File: src/rtl/arb_pkg.sv
// Shared definitions for the weighted round-robin arbiter: FSM state
// encoding and the index-width rule used for requester indices.
package arb_pkg;

    typedef enum logic {
        IDLE = 1'b0,
        BUSY = 1'b1
    } state_t;

    // Index width for n requesters, never narrower than one bit.
    function automatic int arb_iw(input int n);
        return (n > 1) ? $clog2(n) : 1;
    endfunction

endpackage

File: src/rtl/rr_pick.sv
// Cyclic priority encoder: first asserted req bit searching start, start+1, ...
// modulo N. Purely combinational.
module rr_pick
    import arb_pkg::*;
#(
    parameter int N = 4
) (
    input  logic [N-1:0]          req,
    input  logic [arb_iw(N)-1:0]  start,
    output logic [arb_iw(N)-1:0]  idx,
    output logic                  found
);

    localparam int PW = arb_iw(N);

    always_comb begin
        int unsigned c;
        logic [PW-1:0] ci;
        found = 1'b0;
        idx   = '0;
        c     = 0;
        ci    = '0;
        for (int unsigned i = 0; i < N; i++) begin
            c  = (32'(start) + i) % N;
            ci = PW'(c);
            if (!found && req[ci]) begin
                found = 1'b1;
                idx   = ci;
            end
        end
    end

endmodule

File: src/rtl/weighted_rr_arbiter.sv
// Weighted round-robin arbiter: each grant is a burst of weight+1 cycles,
// then ownership rotates cyclically past the current owner.
module weighted_rr_arbiter
    import arb_pkg::*;
#(
    parameter int N  = 4,
    parameter int CW = 4,
    parameter int IW = arb_iw(N)
) (
    input  logic            clk,
    input  logic            rst,
    input  logic [N-1:0]    req,
    input  logic [N*CW-1:0] weight,
    input  logic            en,
    output logic [N-1:0]    gnt,
    output logic [IW-1:0]   gnt_id,
    output logic            gnt_valid
);

    localparam int PW = arb_iw(N);

    state_t        state_q;
    logic [N-1:0]  gnt_q;
    logic [IW-1:0] gnt_id_q;
    logic          gnt_valid_q;
    logic [PW-1:0] owner_q;
    logic [PW-1:0] ptr_q;
    logic [CW-1:0] cnt_q;
    logic [CW-1:0] quantum_q;

    logic [CW-1:0] wt [N];
    logic [PW-1:0] base;
    logic [PW-1:0] start;
    logic [PW-1:0] pick_idx;
    logic          pick_found;

    for (genvar g = 0; g < N; g++) begin : g_wt
        assign wt[g] = weight[g*CW +: CW];
    end

    // Search starts one past the owner when busy, one past the last grant when idle.
    always_comb begin
        base  = (state_q == BUSY) ? owner_q : ptr_q;
        start = (base == PW'(N-1)) ? '0 : base + PW'(1);
    end

    rr_pick #(
        .N(N)
    ) u_pick (
        .req  (req),
        .start(start),
        .idx  (pick_idx),
        .found(pick_found)
    );

    always_ff @(posedge clk) begin
        if (rst) begin
            state_q     <= IDLE;
            gnt_q       <= '0;
            gnt_id_q    <= '0;
            gnt_valid_q <= 1'b0;
            owner_q     <= '0;
            ptr_q       <= PW'(N-1);
            cnt_q       <= '0;
            quantum_q   <= '0;
        end else if (en) begin
            if (state_q == BUSY && req[owner_q] && cnt_q < quantum_q) begin
                cnt_q <= cnt_q + CW'(1);
            end else if (pick_found) begin
                // Covers new grants, rotation at burst end and sole-requester re-grant.
                state_q     <= BUSY;
                owner_q     <= pick_idx;
                ptr_q       <= pick_idx;
                gnt_q       <= N'(1) << pick_idx;
                gnt_id_q    <= IW'(pick_idx);
                gnt_valid_q <= 1'b1;
                quantum_q   <= wt[pick_idx];
                cnt_q       <= '0;
            end else begin
                state_q     <= IDLE;
                owner_q     <= '0;
                gnt_q       <= '0;
                gnt_id_q    <= '0;
                gnt_valid_q <= 1'b0;
                cnt_q       <= '0;
            end
        end
    end

    assign gnt       = gnt_q;
    assign gnt_id    = gnt_id_q;
    assign gnt_valid = gnt_valid_q;

endmodule

File: config.mk
export PLATFORM = sky130hd
export DESIGN_NAME = weighted_rr_arbiter
export DESIGN_NICKNAME = d
export VERILOG_FILES = /design/src/rtl/arb_pkg.sv /design/src/rtl/rr_pick.sv /design/src/rtl/weighted_rr_arbiter.sv
export SDC_FILE = /design/constraint.sdc
export NUM_CORES = 1
export LEC_CHECK = 0
export BUFFER_PORTS_ARGS = -buffer_cell sky130_fd_sc_hd__buf_2
export CAP_MARGIN = 20
export CORE_MARGIN = 8
export CORE_UTILIZATION = 47
export CTS_BUF_LIST = sky130_fd_sc_hd__clkbuf_2 sky130_fd_sc_hd__clkbuf_4 sky130_fd_sc_hd__clkbuf_8
export DETAILED_ROUTE_END_ITERATION = 12
export PLACE_DENSITY = 0.77
export SLEW_MARGIN = 10
export SYNTH_ARGS = -nofsm -noshare
export SYNTH_HDL_FRONTEND = slang
export SYNTH_SLANG_ARGS = --single-unit
File: constraint.sdc
create_clock -name clk -period 2.3 [get_ports clk]
set_clock_uncertainty 0.1 [all_clocks]
set_input_delay 0.345 -clock clk [delete_from_list [all_inputs] [get_ports clk]]
set_output_delay 0.345 -clock clk [all_outputs]
set_load 0.05 [all_outputs]
==> qor.yml, run 1 <==
status:
  status: "finished clean"
worst_setup_path:
  worstReg2RegStart: "gnt_valid"
  startpoint_type: "flip-flop"
  rr_worst_depth: 7
  path_max_fanout: 9
  arrival_ns: 2.32
  crit_path_end_kind: "flip-flop"
  cp_data_required_time_ns: 2.39
  rrSetupSlack_ns: 0.07
  r2r_end: "quantum_q[3]"
  critPathKind: "flip-flop to flip-flop"
min_path:
  hp-class: "primary input to flip-flop"
  min_from: "weight[11]"
  whs_endpoint: "quantum_q[3]"
  hold_depth: 3
routing:
  drcViolationCount: 0
  wirelength_um: 2600
  ant_nets: 0
  wl_per_cell_um: 14.5
  drt_iter0_markers: 18
  vias: 998
  vias_per_cell: 5.58
  drt-pass1-iter-count: 4
sta:
  setup_viol: 0
  grt_setup_unrepaired: "false"
  max_freq_ghz: 0.449
  fin_crit_sh: 0.967
  fin_crit_ns: 2.23
  hold_viol: 0
  whs_ns: 0.233
  fin_tns_setup_ns: 0
  worstMarginPinSlew_ns: 0.366
  slew_violations: 0
  setup_slack_ns: 0.0748
  relSlewSlack: 0.756
clocking:
  post_cts_resized: 0
  cts.sinks: 17
  cts_root_buffer: "clkbuf_4"
  cts.htree.levels: 1
  insertion_delay_ns: 0.30
  clk_path_buf_depth: 2
  clkTransAtPathRegs_ns: 0.10
  numCtsBuffers: 3
  post-cts-setup-buffers: 0
  cts_hold_repair.buffers: 0
  cts_tree: "yes"
cells_and_area:
  drive_above_1_share: 0.395
  antenna_cells: 0
  nets: 180
  area_growth_pct: 30.9
  fin_area_um2: 1310
global_route:
  grt_pass1_vias: 1077
  grt_max_degree: 20
  overflow: 0
  grt_pass1_wl_um: 4490
  antenna_found_initial: 0
  grt_usage: 0.138
pwr:
  ir_drop_mv: 0.446
  p_per_area_nw_per_um2: 623
  fin_total_pwr_uw: 815
  p_leak_nw: 0.601
synth:
  syn_avg_cell_area_um2: 8.93
  netlist_area_um2: 1000
  ys_warn_count: 0
  synth_seq_cells: 17
  syn-num-nets: 139
  ys_seq_area_frac: 0.340
  yosysUniqueCellTypes: 38
  synth_cells: 112
floorplanning:
  num_io_pins: 30
  die_area_um2: 3860
  rows: 16
  die_h_um: 62.1
  coreArea_um2: 1980
  die_x_um: 62.1
  initial_core_util: 0.504
placement:
  portBuffers: 29
  hpwl_um: 2070
  place_ws_ns: 0.0399
  placed_area_um2: 1250
  gp_congestion: 0.774
flow_run:
  cap_violations: 0
cell usage in the layout, fill, tap and decap left out, types with 2 or more instances in the layout:
cell type  count
nand2_1       11
dfxtp_4        2
o211a_1        2
inv_1          5
or4_1          2
dfxtp_1       14
ha_1           4
a21oi_1       11
buf_4         10
mux2_4         5
a2111oi_2      2
nand2b_1       2
o22ai_1        3
nor3_1         3
mux2i_1        2
o21ai_0        4
and3_1         3
nand4b_1       2
nor2_1        10
buf_2         29
clkbuf_4       4
worst max-delay path, stage by stage, from the launching register on:
cell and delay [ns]:
dfxtp_4 0.40, mux2_4 0.34, a221o_1 0.40, o211ai_4 0.11, buf_6 0.18, mux2_4 0.16, o22ai_1 0.07, a2111oi_1 0.37
power by group:
group	internal, mW	leakage, nW	switching [mW]
logic	0.135	0.441	0.161
clock network	0.0794	0.0184	0.0994
registers	0.320	0.141	0.0197
total	0.535	0.601	0.280
logic make-up after synthesis:
logic type	after synthesis	synth area share
and+or+nand+nor	42	0.224
muxes	9	0.124
adders and majority gates	4	0.0501
DFF	17	0.340
AOI/OAI and AO/OA	31	0.224
buffers and inverters	9	0.0376
state kept, by name (all words and copies together), names as in the netlist:
signal and cells:
gnt 4, gnt_valid 1, owner_q 2, quantum_q 4, cnt_q 4, ptr_q 2
through the flow:
stage	instances	utilization
after detailed placement	175	0.633
after floorplan	112	-
after CTS	179	0.648
after global placement	175	0.633
after global routing	179	0.660
final	179	0.660
worst max path at each step:
stage,end,depth (start not counted),slack (ns),from
after floorplan,quantum_q[0],5,0.006,owner_q[0]
after detailed placement,quantum_q[0],6,0.04,req[2]
after CTS,quantum_q[2],7,0.02,gnt_valid
final,quantum_q[3],7,0.07,gnt_valid
after global routing,quantum_q[2],7,0.01,gnt_valid
after global placement,quantum_q[0],6,0.07,req[2]
area by class of cell:
| cell class | count | area [um^2] |
|---|---|---|
| Fill cell | 176 | 673 |
| Tap cell | 27 | 33.8 |
| Sequential cell | 17 | 349 |
| Multi-Input combinational cell | 86 | 646 |
| Timing Repair Buffer | 40 | 231 |
| Clock buffer | 4 | 30.0 |
| Inverter | 5 | 18.8 |
per-layer routing:
layer / GRT usage / share of wire / up-vias
met5: 0 / 0 / -
met4: 0.0641 / 0.017 / 0
met3: 0.0376 / 0.056 / 5
met2: 0.234 / 0.46 / 36
met1: 0.154 / 0.47 / 456
li1: - / - / 501
Yosys cell counts:
master     number  area [um^2]
a22oi_1         1         7.51
nor2b_1         1         6.26
buf_1           1         3.75
o211a_1         2         20.0
or3_4           1         11.3
o211ai_4        1         21.3
nand2_1        11         41.3
mux2_2          1         11.3
o22ai_1         3         18.8
nand3b_1        1         7.51
nor2_1         11         41.3
a21oi_1        11         55.1
buf_4           1         7.51
nor3_1          3         15.0
a221o_1         1         10.0
mux2_4          4         60.1
a211o_1         1         8.76
or4_1           2         15.0
dfxtp_1        17          340
a211oi_1        1         7.51
a2111oi_1       3         30.0
nor3b_1         1         7.51
and3_1          3         18.8
nand2b_1        2         12.5
clkbuf_1        2         7.51
o221ai_1        1         8.76
o21ai_0         4         20.0
mux4_2          1         22.5
o211ai_1        1         7.51
mux2i_1         3         30.0
or4b_2          1         10.0
o311ai_1        1         8.76
ha_1            4         50.1
nand4_1         1         6.26
inv_1           5         18.8
nor4_1          1         6.26
nand4b_1        2         17.5
or2b_1          1         7.51
(Power assumes the default switching activity.)
==> run 2, diff against run 1 <==
CORE_ASPECT_RATIO = 1.2   (was not set)
CORE_UTILIZATION = 40   (was 47)
PLACE_DENSITY = 0.67   (was 0.77)
==> run 2 against run 1 <==
Register-to-register slack barely moved. Clock power fell by 10%. Critical endpoint is now quantum_q[0]. Die area rose by 13%.
==> qor.yml, run 2 (synthesis results as in run 1) <==
worst_setup_path:
  slowest_stage: "mux4_2"
  crit_start: "owner_q[0]"
  worstReg2RegStart: "owner_q[0]"
  worstPathCellList: "mux4_2 > o211a_1 > or3_4 > or4_1 > o311ai_1"
  cp_data_required_time_ns: 2.41  # +0.02 ns
  critPathMaxStageDelay_ns: 0.53  # +0.13 ns
  crit_path_end_kind: "flip-flop"
  critPathKind: "flip-flop to flip-flop"
  arrival_ns: 2.33  # about the same
  startpoint_type: "flip-flop"
  path_max_fanout: 5  # -4
clocking:
  insertion_delay_ns: 0.29  # about the same
  cts_tree: "yes"
  clk_path_buf_depth: 2  # unchanged
  cts.sinks: 17  # unchanged
  cts_hold_repair.buffers: 0  # unchanged
  clkTransAtPathRegs_ns: 0.10  # about the same
  cts.htree.levels: 1  # unchanged
  cts_root_buffer: "clkbuf_4"
  numCtsBuffers: 3  # unchanged
sta:
  whs_ns: 0.265  # +0.0326 ns
  max_freq_ghz: 0.450  # +0.17%
  relSlewSlack: 0.756  # about the same
  setup_viol: 0  # unchanged
  slew_violations: 0  # unchanged
  fin_crit_ns: 2.22  # -0.00378 ns
  hold_viol: 0  # unchanged
  fin_crit_sh: 0.966  # -0.00164
  worstMarginPinSlew_ns: 0.367  # +0.000504 ns
floorplanning:
  rows: 20  # +4
  die_area_um2: 4360  # +13%
  num_io_pins: 30  # unchanged
  die_x_um: 61.6  # -0.78%
  die_h_um: 70.8  # +14%
  initial_core_util: 0.408  # -0.0968
  coreArea_um2: 2450  # +24%
routing:
  vias: 1004  # +0.60%
  drcViolationCount: 0  # unchanged
  vias_per_cell: 5.37  # -3.7%
  drt-pass1-iter-count: 4  # unchanged
  routed-wl-met2_um: 1360  # +13%
  wl_met3_um: 89  # -39%
  wl_per_cell_um: 14.0  # -4.0%
  met1_length_um: 1110  # -8.8%
  ant_nets: 0  # unchanged
  top_layer: "met4"
  drt_iter0_markers: 37  # +19
  wirelength_um: 2610  # +0.31%
global_route:
  grt_pass1_vias: 1003  # -6.9%
  overflow: 0  # unchanged
  antenna_found_initial: 0  # unchanged
  grt_max_degree: 20  # unchanged
  grt_usage: 0.123  # -0.0148
  grt_pass1_wl_um: 4180  # -6.8%
min_path:
  min_from: "weight[9]"
  hp-class: "primary input to flip-flop"
placement:
  gp_congestion: 0.754  # -2.6%
  dp_cells: 181  # +3.4%
  hpwl_um: 2110  # +1.6%
  portBuffers: 29  # unchanged
status:
  status: "finished clean"
cells_and_area:
  layout.cells.non_filler: 187  # +4.5%
  nets: 182  # +1.1%
  drive_above_1_share: 0.409  # +0.0144
  utilization: 0.544  # -0.116
  final_cell_mix: "buf_2 (29), dfxtp_1 (14), buf_4 (12)"
  final_common_cell: "buf_2"
  area_growth_pct: 33.4
  antenna_cells: 0  # unchanged
  num-fill-cells: 254  # +44%
pwr:
  p_int_uw: 526  # -1.6%
  swShare: 0.347  # +0.00350
  p_leak_nw: 0.611  # +1.7%
  p_per_area_nw_per_um2: 605  # -2.9%
  power_frac_comb: 0.380  # +0.017
  ir_drop_mv: 0.359  # -20%
  fin_total_pwr_uw: 806  # -1.0%
  power_frac_seq: 0.421  # +0.003
  pwr-share-clk: 0.199  # -0.020
  switching_power_uw: 280  # about the same
flow_run:
  cap_violations: 0  # unchanged
## run 2: changes by cell type in the layout (fill, tap and decap cells not counted), sizes merged
cell / delta
clkbuf: -1
clkinv: +1
buf: +2
## run 2: what timing repair did
action / CTS / global route
setup buffers: 0 / 2
resized for setup: 0 / 7
setup endpoints to repair: 0 / 3
endpoints found under the hold margin: 0 / 0
## run 2: power by group through the flow
stage	Sequential [mW]	Combinational (mW)	Clock [mW]
3_3_place_gp	0.346	0.276	0
2_1_floorplan	0.381	0.159	0
5_1_grt	0.343	0.331	0.177
4_1_cts	0.340	0.285	0.164
6_report	0.340	0.306	0.161
3_5_place_dp	0.347	0.284	0
## run 2: critical path, delay by kind of cell, from the launching register on
kind | cells | cell delay [ns]
AOI/OAI and AO/OA | 2 | 0.25
DFF | 1 | 0.39
muxes | 1 | 0.53
and+or+nand+nor | 2 | 0.87
## run 2: final timing paths
| path | to | slack [ns] | cells past startpoint |
|---|---|---|---|
| max | quantum_q[0] | 0.08 | 5 |
| min | quantum_q[1] | 0.27 | 3 |
| max reg2reg | quantum_q[0] | 0.08 | 5 |
| min reg2reg | gnt[0] | 0.36 | 2 |
## run 2: layout make-up
type                    count  area [um^2]  area share
well taps                  33         41.3      0.0310
clock buffers               3         22.5      0.0169
repair buffers             42          246       0.185
clock inverters             1         5.00     0.00375
multi-input cells          86          651       0.488
flip-flops and latches     17          349       0.262
inverters                   5         18.8      0.0141
## run 2: per-layer routing
| layer | up-vias | GRT usage |
|---|---|---|
| met2 | 23 | 0.215 |
| met4 | 0 | 0.0685 |
| met5 | - | 0 |
| li1 | 506 | - |
| met3 | 4 | 0.0127 |
| met1 | 471 | 0.134 |
## run 2: through the flow
step | setup slack (ns) | instance area (um^2) | TNS (ns)
floorplan | 0.00561 | 1010 | 0
global placement | 0.0775 | 1260 | 0
detailed placement | 0.0345 | 1260 | 0
CTS | 0.0288 | 1290 | 0
global route | -0.00744 | 1330 | -0.0137
finish | 0.0785 | 1330 | 0
